--- src/rtl/tilt_detector_pkg.sv ---
// game_types: shared tilt FSM state type and default tilt thresholds
package game_types;

    typedef enum logic [2:0] {
        NEUTRAL,
        POS_PEND,
        POS,
        NEG_PEND,
        NEG
    } tilt_state_t;

    localparam logic signed [15:0] TILT_THRESH_ON  = 16'sd100;
    localparam logic signed [15:0] TILT_THRESH_OFF = 16'sd60;

endpackage

--- src/rtl/tilt_detector_tilt_axis_filter.sv ---
// tilt_axis_filter: one-axis debounced hysteretic tilt FSM; TILT_AVG_EN adds a 4-sample moving average
module tilt_axis_filter
    import game_types::*;
#(
    parameter logic signed [15:0] THRESH_ON    = TILT_THRESH_ON,
    parameter logic signed [15:0] THRESH_OFF   = TILT_THRESH_OFF,
    parameter int                 STABLE_COUNT = 3
) (
    input  logic               clk,
    input  logic               rst_n,
    input  logic signed [15:0] sample,
    input  logic               valid,
    input  logic               enable,
    output logic               pos,
    output logic               neg
);

    localparam int CW = $clog2(STABLE_COUNT + 1);
    localparam logic signed [16:0] ON  = {THRESH_ON[15], THRESH_ON};
    localparam logic signed [16:0] OFF = {THRESH_OFF[15], THRESH_OFF};

    if (THRESH_OFF < 0 || THRESH_OFF > THRESH_ON || STABLE_COUNT < 1) begin : g_bad_params
        $error("tilt_axis_filter: need 0 <= THRESH_OFF <= THRESH_ON and STABLE_COUNT >= 1");
    end

    logic signed [15:0] s;
    logic signed [16:0] sx;
    tilt_state_t        state_q, state_d;
    logic [CW-1:0]      cnt_q, cnt_d;
    logic               pos_q, neg_q, hi, lo;

`ifdef TILT_AVG_EN
    logic signed [15:0] h1_q, h2_q, h3_q;
    logic signed [17:0] sum;

    assign sum = 18'(sample) + 18'(h1_q) + 18'(h2_q) + 18'(h3_q);
    assign s   = sum[17:2];

    // Sample history shifts only on valid samples; tilt_enable does not clear it
    always_ff @(posedge clk or negedge rst_n) begin
        if (!rst_n) begin
            h1_q <= '0;
            h2_q <= '0;
            h3_q <= '0;
        end else if (valid) begin
            h1_q <= sample;
            h2_q <= h1_q;
            h3_q <= h2_q;
        end
    end
`else
    assign s = sample;
`endif

    assign sx  = {s[15], s};
    assign hi  = sx > ON;
    assign lo  = sx < -ON;
    assign pos = pos_q;
    assign neg = neg_q;

    // Next state: over-threshold samples build the pending count, in-band samples release or hold
    always_comb begin
        state_d = state_q;
        cnt_d   = cnt_q;
        if (!enable) begin
            state_d = NEUTRAL;
            cnt_d   = '0;
        end else if (valid && hi) begin
            cnt_d   = (state_q == POS_PEND) ? cnt_q + 1'b1 : (state_q == POS) ? cnt_q : CW'(1);
            state_d = (state_q == POS || int'(cnt_d) >= STABLE_COUNT) ? POS : POS_PEND;
        end else if (valid && lo) begin
            cnt_d   = (state_q == NEG_PEND) ? cnt_q + 1'b1 : (state_q == NEG) ? cnt_q : CW'(1);
            state_d = (state_q == NEG || int'(cnt_d) >= STABLE_COUNT) ? NEG : NEG_PEND;
        end else if (valid) begin
            state_d = (state_q == POS && sx >= OFF) ? POS : (state_q == NEG && sx <= -OFF) ? NEG : NEUTRAL;
            cnt_d   = (state_d == NEUTRAL) ? '0 : cnt_q;
        end
    end

    // State, counter and registered direction levels
    always_ff @(posedge clk or negedge rst_n) begin
        if (!rst_n) begin
            state_q <= NEUTRAL;
            cnt_q   <= '0;
            pos_q   <= 1'b0;
            neg_q   <= 1'b0;
        end else begin
            state_q <= state_d;
            cnt_q   <= cnt_d;
            pos_q   <= state_d == POS;
            neg_q   <= state_d == NEG;
        end
    end

endmodule

--- src/rtl/tilt_detector.sv ---
// tilt_detector: maps X/Y accelerometer samples to debounced left/right/up/down levels (optional TILT_AVG_EN averaging)
module tilt_detector
    import game_types::*;
#(
    parameter logic signed [15:0] THRESH_ON    = TILT_THRESH_ON,
    parameter logic signed [15:0] THRESH_OFF   = TILT_THRESH_OFF,
    parameter int                 STABLE_COUNT = 3
) (
    input  logic               clk,
    input  logic               rst_n,
    input  logic signed [15:0] accel_x,
    input  logic signed [15:0] accel_y,
    input  logic               accel_valid,
    input  logic               tilt_enable,
    output logic               left_tilt,
    output logic               right_tilt,
    output logic               up_tilt,
    output logic               down_tilt
);

    tilt_axis_filter #(
        .THRESH_ON   (THRESH_ON),
        .THRESH_OFF  (THRESH_OFF),
        .STABLE_COUNT(STABLE_COUNT)
    ) u_x (
        .clk   (clk),
        .rst_n (rst_n),
        .sample(accel_x),
        .valid (accel_valid),
        .enable(tilt_enable),
        .pos   (right_tilt),
        .neg   (left_tilt)
    );

    tilt_axis_filter #(
        .THRESH_ON   (THRESH_ON),
        .THRESH_OFF  (THRESH_OFF),
        .STABLE_COUNT(STABLE_COUNT)
    ) u_y (
        .clk   (clk),
        .rst_n (rst_n),
        .sample(accel_y),
        .valid (accel_valid),
        .enable(tilt_enable),
        .pos   (down_tilt),
        .neg   (up_tilt)
    );

endmodule

--- config.mk ---
export PLATFORM = sky130hd
export DESIGN_NAME = tilt_detector
export DESIGN_NICKNAME = d
export VERILOG_FILES = /design/src/rtl/tilt_detector_pkg.sv /design/src/rtl/tilt_detector_tilt_axis_filter.sv /design/src/rtl/tilt_detector.sv
export SDC_FILE = /design/constraint.sdc
export NUM_CORES = 1
export LEC_CHECK = 0
export ABC_AREA = 1
export BUFFER_PORTS_ARGS = -buffer_cell sky130_fd_sc_hd__buf_2
export CAP_MARGIN = 20
export CORE_MARGIN = 2
export CORE_UTILIZATION = 48
export DETAILED_ROUTE_END_ITERATION = 8
export GPL_ROUTABILITY_DRIVEN = 0
export GPL_TIMING_DRIVEN = 0
export PLACE_DENSITY = 0.76
export SETUP_SLACK_MARGIN = 0.02
export SYNTH_ARGS = -nofsm -noshare
export SYNTH_HDL_FRONTEND = slang
export SYNTH_SLANG_ARGS = --single-unit
export TNS_END_PERCENT = 30
--- constraint.sdc ---
create_clock -name clk -period 1.2 [get_ports clk]
set_input_delay 0.12 -clock clk [delete_from_list [all_inputs] [get_ports clk]]
set_output_delay 0.12 -clock clk [all_outputs]
set_load 0.005 [all_outputs]
# == Word level (Yosys, flattened, before mapping) ==
# Cells that the tools add are included.
# op_classes
n_reduce_logical,16
order_cmp,12
eq_ne,16
mux,34
addsub,2
# ops
operator,count
$mux 3,14
$mux 2,20
$ge 16x7->1 const B,2
$gt 16x8->1 const B,2
$le 16x7->1 const B,2
$lt 16x8->1 const B,2
$eq 3x2->1 const B,6
$eq 3x3->1 const B,4
$ge 2x2->1 const B,4
$logic_and 1x1->1,8
$ne 4x1->1 const B,2
$ne 4x2->1 const B,2
$eq 3x1->1 const B,2
$logic_not 3->1,2
$add 2x1->2 const B,2
$logic_or 1x1->1,4
$reduce_and 2->1,2
# word_totals
input_bits,36
out_inout_bits,4
ff_bits,14
elab_cells,88

# == Longest topological paths before layout ==
# logic_depth
depth_word,10
depth_mapped,12
ltp_nobuf,12

# == Cells and area by module ==
# A second synthesis with hierarchy kept.
# unflattened
hier_cells,274
hier_area_um2,1539.0
# modules_own_cells
mod,area_per_inst_um2,n_inst,cells_each,seq_area_each_um2
tilt_axis_filter at u_x,785.8,1,143,175.2
tilt_axis_filter at u_y,753.2,1,131,175.2

# == Least setup slack after synthesis ==
# OpenSTA, ideal clock, no wires.
# synth_timing
path_kind,register -> register
startpoint,register u_x.state_q[0]
endpoint,register u_x.neg_q (netlist: u_x.neg)
n_path_buf,0
setup_ns,0.071
t_required_ns,1.129
slack_ns,-0.035
arrival_ns,1.164
stages_incl_launch_ff,10
period_less_slack_ns,1.235
path_cell_list,dfrtp_1 nor3_2 nor2_1 nand3_2 nand2_1 inv_2 nand2_1 nand2_1 nand2_1 nor2_1
# synth_between
elab_chain_len,10
elab_cells_between_ends,23
classes_between,order compare (2); eq/ne (5); mux (12); reduce/logical (4)
# synth_lines
item,line_no,rtl
"start, declared",tilt_detector_tilt_axis_filter.sv:28,"tilt_state_t state_q, state_d;"
"start signal, assigned",tilt_detector_tilt_axis_filter.sv:88,state_q <= state_d;
$eq 3x3->1,"tilt_detector_tilt_axis_filter.sv:72, tilt_detector_tilt_axis_filter.sv:73, tilt_detector_tilt_axis_filter.sv:75",
$mux 2 (2 in series),tilt_detector_tilt_axis_filter.sv:72,cnt_d = (state_q == NEG_PEND) ? cnt_q + 1'b1 : (state_q == NEG) ? cnt_q : CW'(1);
$ge 2x2->1,tilt_detector_tilt_axis_filter.sv:73,state_d = (state_q == NEG || int'(cnt_d) >= STABLE_COUNT) ? NEG : NEG_PEND;
$logic_or 1x1->1,tilt_detector_tilt_axis_filter.sv:73,
$mux 3,tilt_detector_tilt_axis_filter.sv:73,
$mux 3,tilt_detector_tilt_axis_filter.sv:71,end else if (valid && lo) begin
$mux 3 (*),tilt_detector_tilt_axis_filter.sv:68,end else if (valid && hi) begin
$mux 3 (*),tilt_detector_tilt_axis_filter.sv:65,if (!enable) begin
$eq 3x3->1 (*),tilt_detector_tilt_axis_filter.sv:91,neg_q <= state_d == NEG;
"end signal, assigned",tilt_detector_tilt_axis_filter.sv:86,neg_q <= 1'b0;
"end signal, assigned",tilt_detector_tilt_axis_filter.sv:91,
"end, declared",tilt_detector_tilt_axis_filter.sv:30,"logic pos_q, neg_q, hi, lo;"
# Every way passes the cells marked *; elsewhere a longest branch is shown, timed or not.
# A chain may end at the register's enable or synchronous reset.

# == Worst setup path after layout ==
# layout_timing
startpoint,register u_y.state_q[2]
endpoint,register u_y.neg_q (netlist: u_y.neg)
# layout_between
elab_chain_len,10
elab_cells_between_ends,23
classes_between,order compare (2); eq/ne (5); mux (12); reduce/logical (4)
# layout_lines
item,line_no
"start, declared",tilt_detector_tilt_axis_filter.sv:28
"start signal, assigned",tilt_detector_tilt_axis_filter.sv:88
$eq 3x3->1,"tilt_detector_tilt_axis_filter.sv:72, tilt_detector_tilt_axis_filter.sv:73, tilt_detector_tilt_axis_filter.sv:75"
$mux 2 (2 in series),tilt_detector_tilt_axis_filter.sv:72
$ge 2x2->1,tilt_detector_tilt_axis_filter.sv:73
$logic_or 1x1->1,tilt_detector_tilt_axis_filter.sv:73
$mux 3,tilt_detector_tilt_axis_filter.sv:73
$mux 3,tilt_detector_tilt_axis_filter.sv:71
$mux 3 (*),tilt_detector_tilt_axis_filter.sv:68
$mux 3 (*),tilt_detector_tilt_axis_filter.sv:65
$eq 3x3->1 (*),tilt_detector_tilt_axis_filter.sv:91
"end signal, assigned",tilt_detector_tilt_axis_filter.sv:86
"end signal, assigned",tilt_detector_tilt_axis_filter.sv:91
"end, declared",tilt_detector_tilt_axis_filter.sv:30
# Marked as above.

==> summary.md <==
| Metric | Value |
|---|---|
| Initial core utilization | 51.0% |
| Vias in the first global route | 1699 |
| Final setup viols | 14 |
| Hpwl dp | 2.93 mm |
| Switch share | 37.7% |
| Die X-Extent | 61.4 um |
| Hold crit path type | input port to flip-flop |
| Final Max Slew Viols | 0 |
| Antenna cells | 0 |
| Antenna Nets Post-Route | 0 |
| Detailed Route Iter0 Violations | 71 |
| Core area | 3100 um2 |
| Final-report hold violation count | 0 |
| Most common cell on crit path | nand2_1 |
| Worst R2R Path Depth | 8 |
| Relative slew slack | 74.5% |
| Hold Worst Slack | 128 ps |
| Hold path cells | 3 |
| Status | finished with violations |
| Slowest stage delay, CP | 430 ps |
| Critical Path RT | 1360 ps |
| Worst-Margin Slew | 381 ps |
| Clk_skew | 3.55 ps |
| GRT met3 Usage | 3.99% |
| Met2 Resource Use GR | 44.2% |
| DR WL/cell | 10.1 um |
| Cell variety after synth | 22 |
| Crit Path Class | flip-flop to flip-flop |
| Synthesized area | 1580 um2 |
| Internal Power | 0.834 mW |
| Root buffer cell | clkbuf_4 |
| First-pass GRT wire length | 6.46 mm |
| CP startpoint kind | flip-flop |
| NetSw | 0.504 mW |
| R2r startpoint | u_y.state_q[2] |
| LEAKAGE | 1.10 nW |
| PortBufs | 38 |
| DRC Markers | 0 |
| Part of the power in combinational logic | 39.8% |
| Average vias per placed instance | 4.85 |
| Worst hold start | tilt_enable |
| Post-synthesis sequential area ratio | 22.2% |
| Total Wirelength | 3.84 mm |
| Slowest stage cell, crit path | dfrtp_1 |
| Clk sink count | 14 |
| F_max | 0.705 GHz |
| Max cap viols | 0 |
| Largest net degree at the start of global routing | 15 |
| Worst-skew pair later-pin latency | 280 ps |
| CP Capture Type | flip-flop |
| Drt first pass iters | 4 |
| CTS max path bufs | 2 |
| H-tree Lvls | 1 |
| Cells after Synth | 282 |
| Crit path time final | 1420 ps |
| Post-layout net count | 373 |
| Final setup margin | -219 ps |
| Synth Net Count | 318 |
| CTS tree | built |
| Reg clk slew, reported paths | 80 ps |
| Met1 usage | 25.0% |
| Peak supply drop | 732 uV |
| Routed via count | 1840 |
| Area grow syn2layout | 28.5% |
| Tcrit/Tclk final | 118% |
| Total power | 1.34 mW |
| Yosys warning total | 0 |
| Critical path arrival | 1580 ps |
| Commonest non-fill, non-tap cell in the layout | nand2_1 |
| Layout cells sized above 1 | 35.5% |
| Die area | 3770 um2 |
| Sequential power share | 40.9% |
| FF+latch count, synth | 14 |
| Avg Synthesized Cell Area | 5.61 um2 |
| Clock share of power | 19.3% |
| Most frequent cells in the layout | 95 x nand2_1, 39 x buf_2, 37 x nor2_1, 34 x inv_1 |
| GRT Max-Usage Layer | met2 |
| CP max FO | 4 |
| CTS buffer count | 3 |
| I/O pin cnt | 40 |
| Pwr Density | 659 nW/um2 |
| Gr usage total | 22.3% |
| Grt total ovfl | 0 |
| Antenna violations before repair | 0 |
| Die Height | 61.4 um |
| Cell breakdown of the critical path | inv_2, nand2_1, nor2_2, a31oi_2, a21oi_2, nand2_1, nand2_1, nor2_1 |
| Failing checks | setup timing |
| CP startpoint | u_y.state_q[2] |
| RSZ-0062 raised after global routing | true |
| Number of cell rows | 20 |
[cells in the mapped netlist]
library cell   n  area, um2
a21oi_1        5       25.0
a22oi_1        4       30.0
a31oi_1        2       12.5
buf_2          1       5.00
clkinv_1       3       11.3
dfrtp_1       14        350
inv_1         37        139
inv_2         10       37.5
nand2_1       99        372
nand2_2        6       37.5
nand2_4        2       22.5
nand3_1       17       85.1
nand3_2        6       60.1
nand4_1        1       6.26
nor2_1        39        146
nor2_2        11       68.8
nor2_4         4       45.0
nor3_1         2       10.0
nor3_2         4       40.0
o211ai_1       1       7.51
o21ai_0        5       25.0
o21ai_1        9       45.0
[worst paths after layout]
check / end / slack [ps]
min in group asynchronous: u_x.cnt_q[1] / 260
max in group asynchronous: u_y.state_q[1] / 680
setup / recovery: u_y.neg / -220
hold / removal: u_x.state_q[0] / 130
hold reg to reg: u_x.cnt_q[1] / 620
setup reg to reg: u_y.neg / -220
[per-stage QoR]
step	worst slack (ps)	instance area [um2]	utilization [%]	TNS (ps)	instances
6_report	-219	2030	65.5	-1720	379
4_1_cts	-154	1980	63.7	-1390	377
5_1_grt	-330	2030	65.5	-2890	379
3_3_place_gp	-215	1830	58.9	-2080	364
2_1_floorplan	-31.0	1580	-	-61.4	282
3_5_place_dp	-234	1830	58.9	-2470	364
[per-layer routing]
metal	vias to the layer above	share of wire, %
met1	817	41
met4	0	0.94
met2	39	55
li1	977	-
met5	-	0
met3	7	3.0
[worst max-delay path: cells and delay by family (launching register included)]
kind / cells / cell delay, ps
AND/OR/NAND/NOR: 5 / 440
flip-flops: 1 / 430
AO/OA/AOI/OAI: 2 / 300
buffers and inverters: 1 / 130
[state kept, by name, indices dropped and copies added (netlist names)]
| signal | flops |
|---|---|
| u_x.state_q | 3 |
| u_x.neg | 1 |
| u_y.neg | 1 |
| u_x.cnt_q | 2 |
| u_y.state_q | 3 |
| u_y.cnt_q | 2 |
| u_y.pos | 1 |
| u_x.pos | 1 |
[cell families after synthesis]
logic type	count (synthesis)	share of synthesized area [%]
buf+inv	51	12.2
flops	14	22.2
compound gates	26	9.18
simple gates	191	56.5
[cell type report]
type                       instances  area, um2
buffer                             1       5.00
timing repair buffer              50        283
sequential                        14        355
fill                             333       1070
inverter                          50        188
clock buffer                       3       22.5
tap                               44       55.1
multi-input combinational        217       1120
[power by group through the flow]
| stage | Clock (mW) | Sequential (mW) | Combinational (mW) |
|---|---|---|---|
| after floorplan | 0 | 0.541 | 0.294 |
| after global placement | 0 | 0.546 | 0.434 |
| after detailed placement | 0 | 0.547 | 0.444 |
| after CTS | 0.262 | 0.545 | 0.502 |
| after global routing | 0.282 | 0.550 | 0.606 |
| final | 0.258 | 0.547 | 0.533 |
[what timing repair did]
item / in CTS / in global routing
endpoints found under the hold margin: 14 / 0
pin swaps: 12 / 7
setup endpoints to repair: 14 / 14
setup buffers: 9 / 2
gates resized for setup: 17 / 11
hold buffers: 1 / 0
No activity file was read; power rests on OpenSTA's default activity.
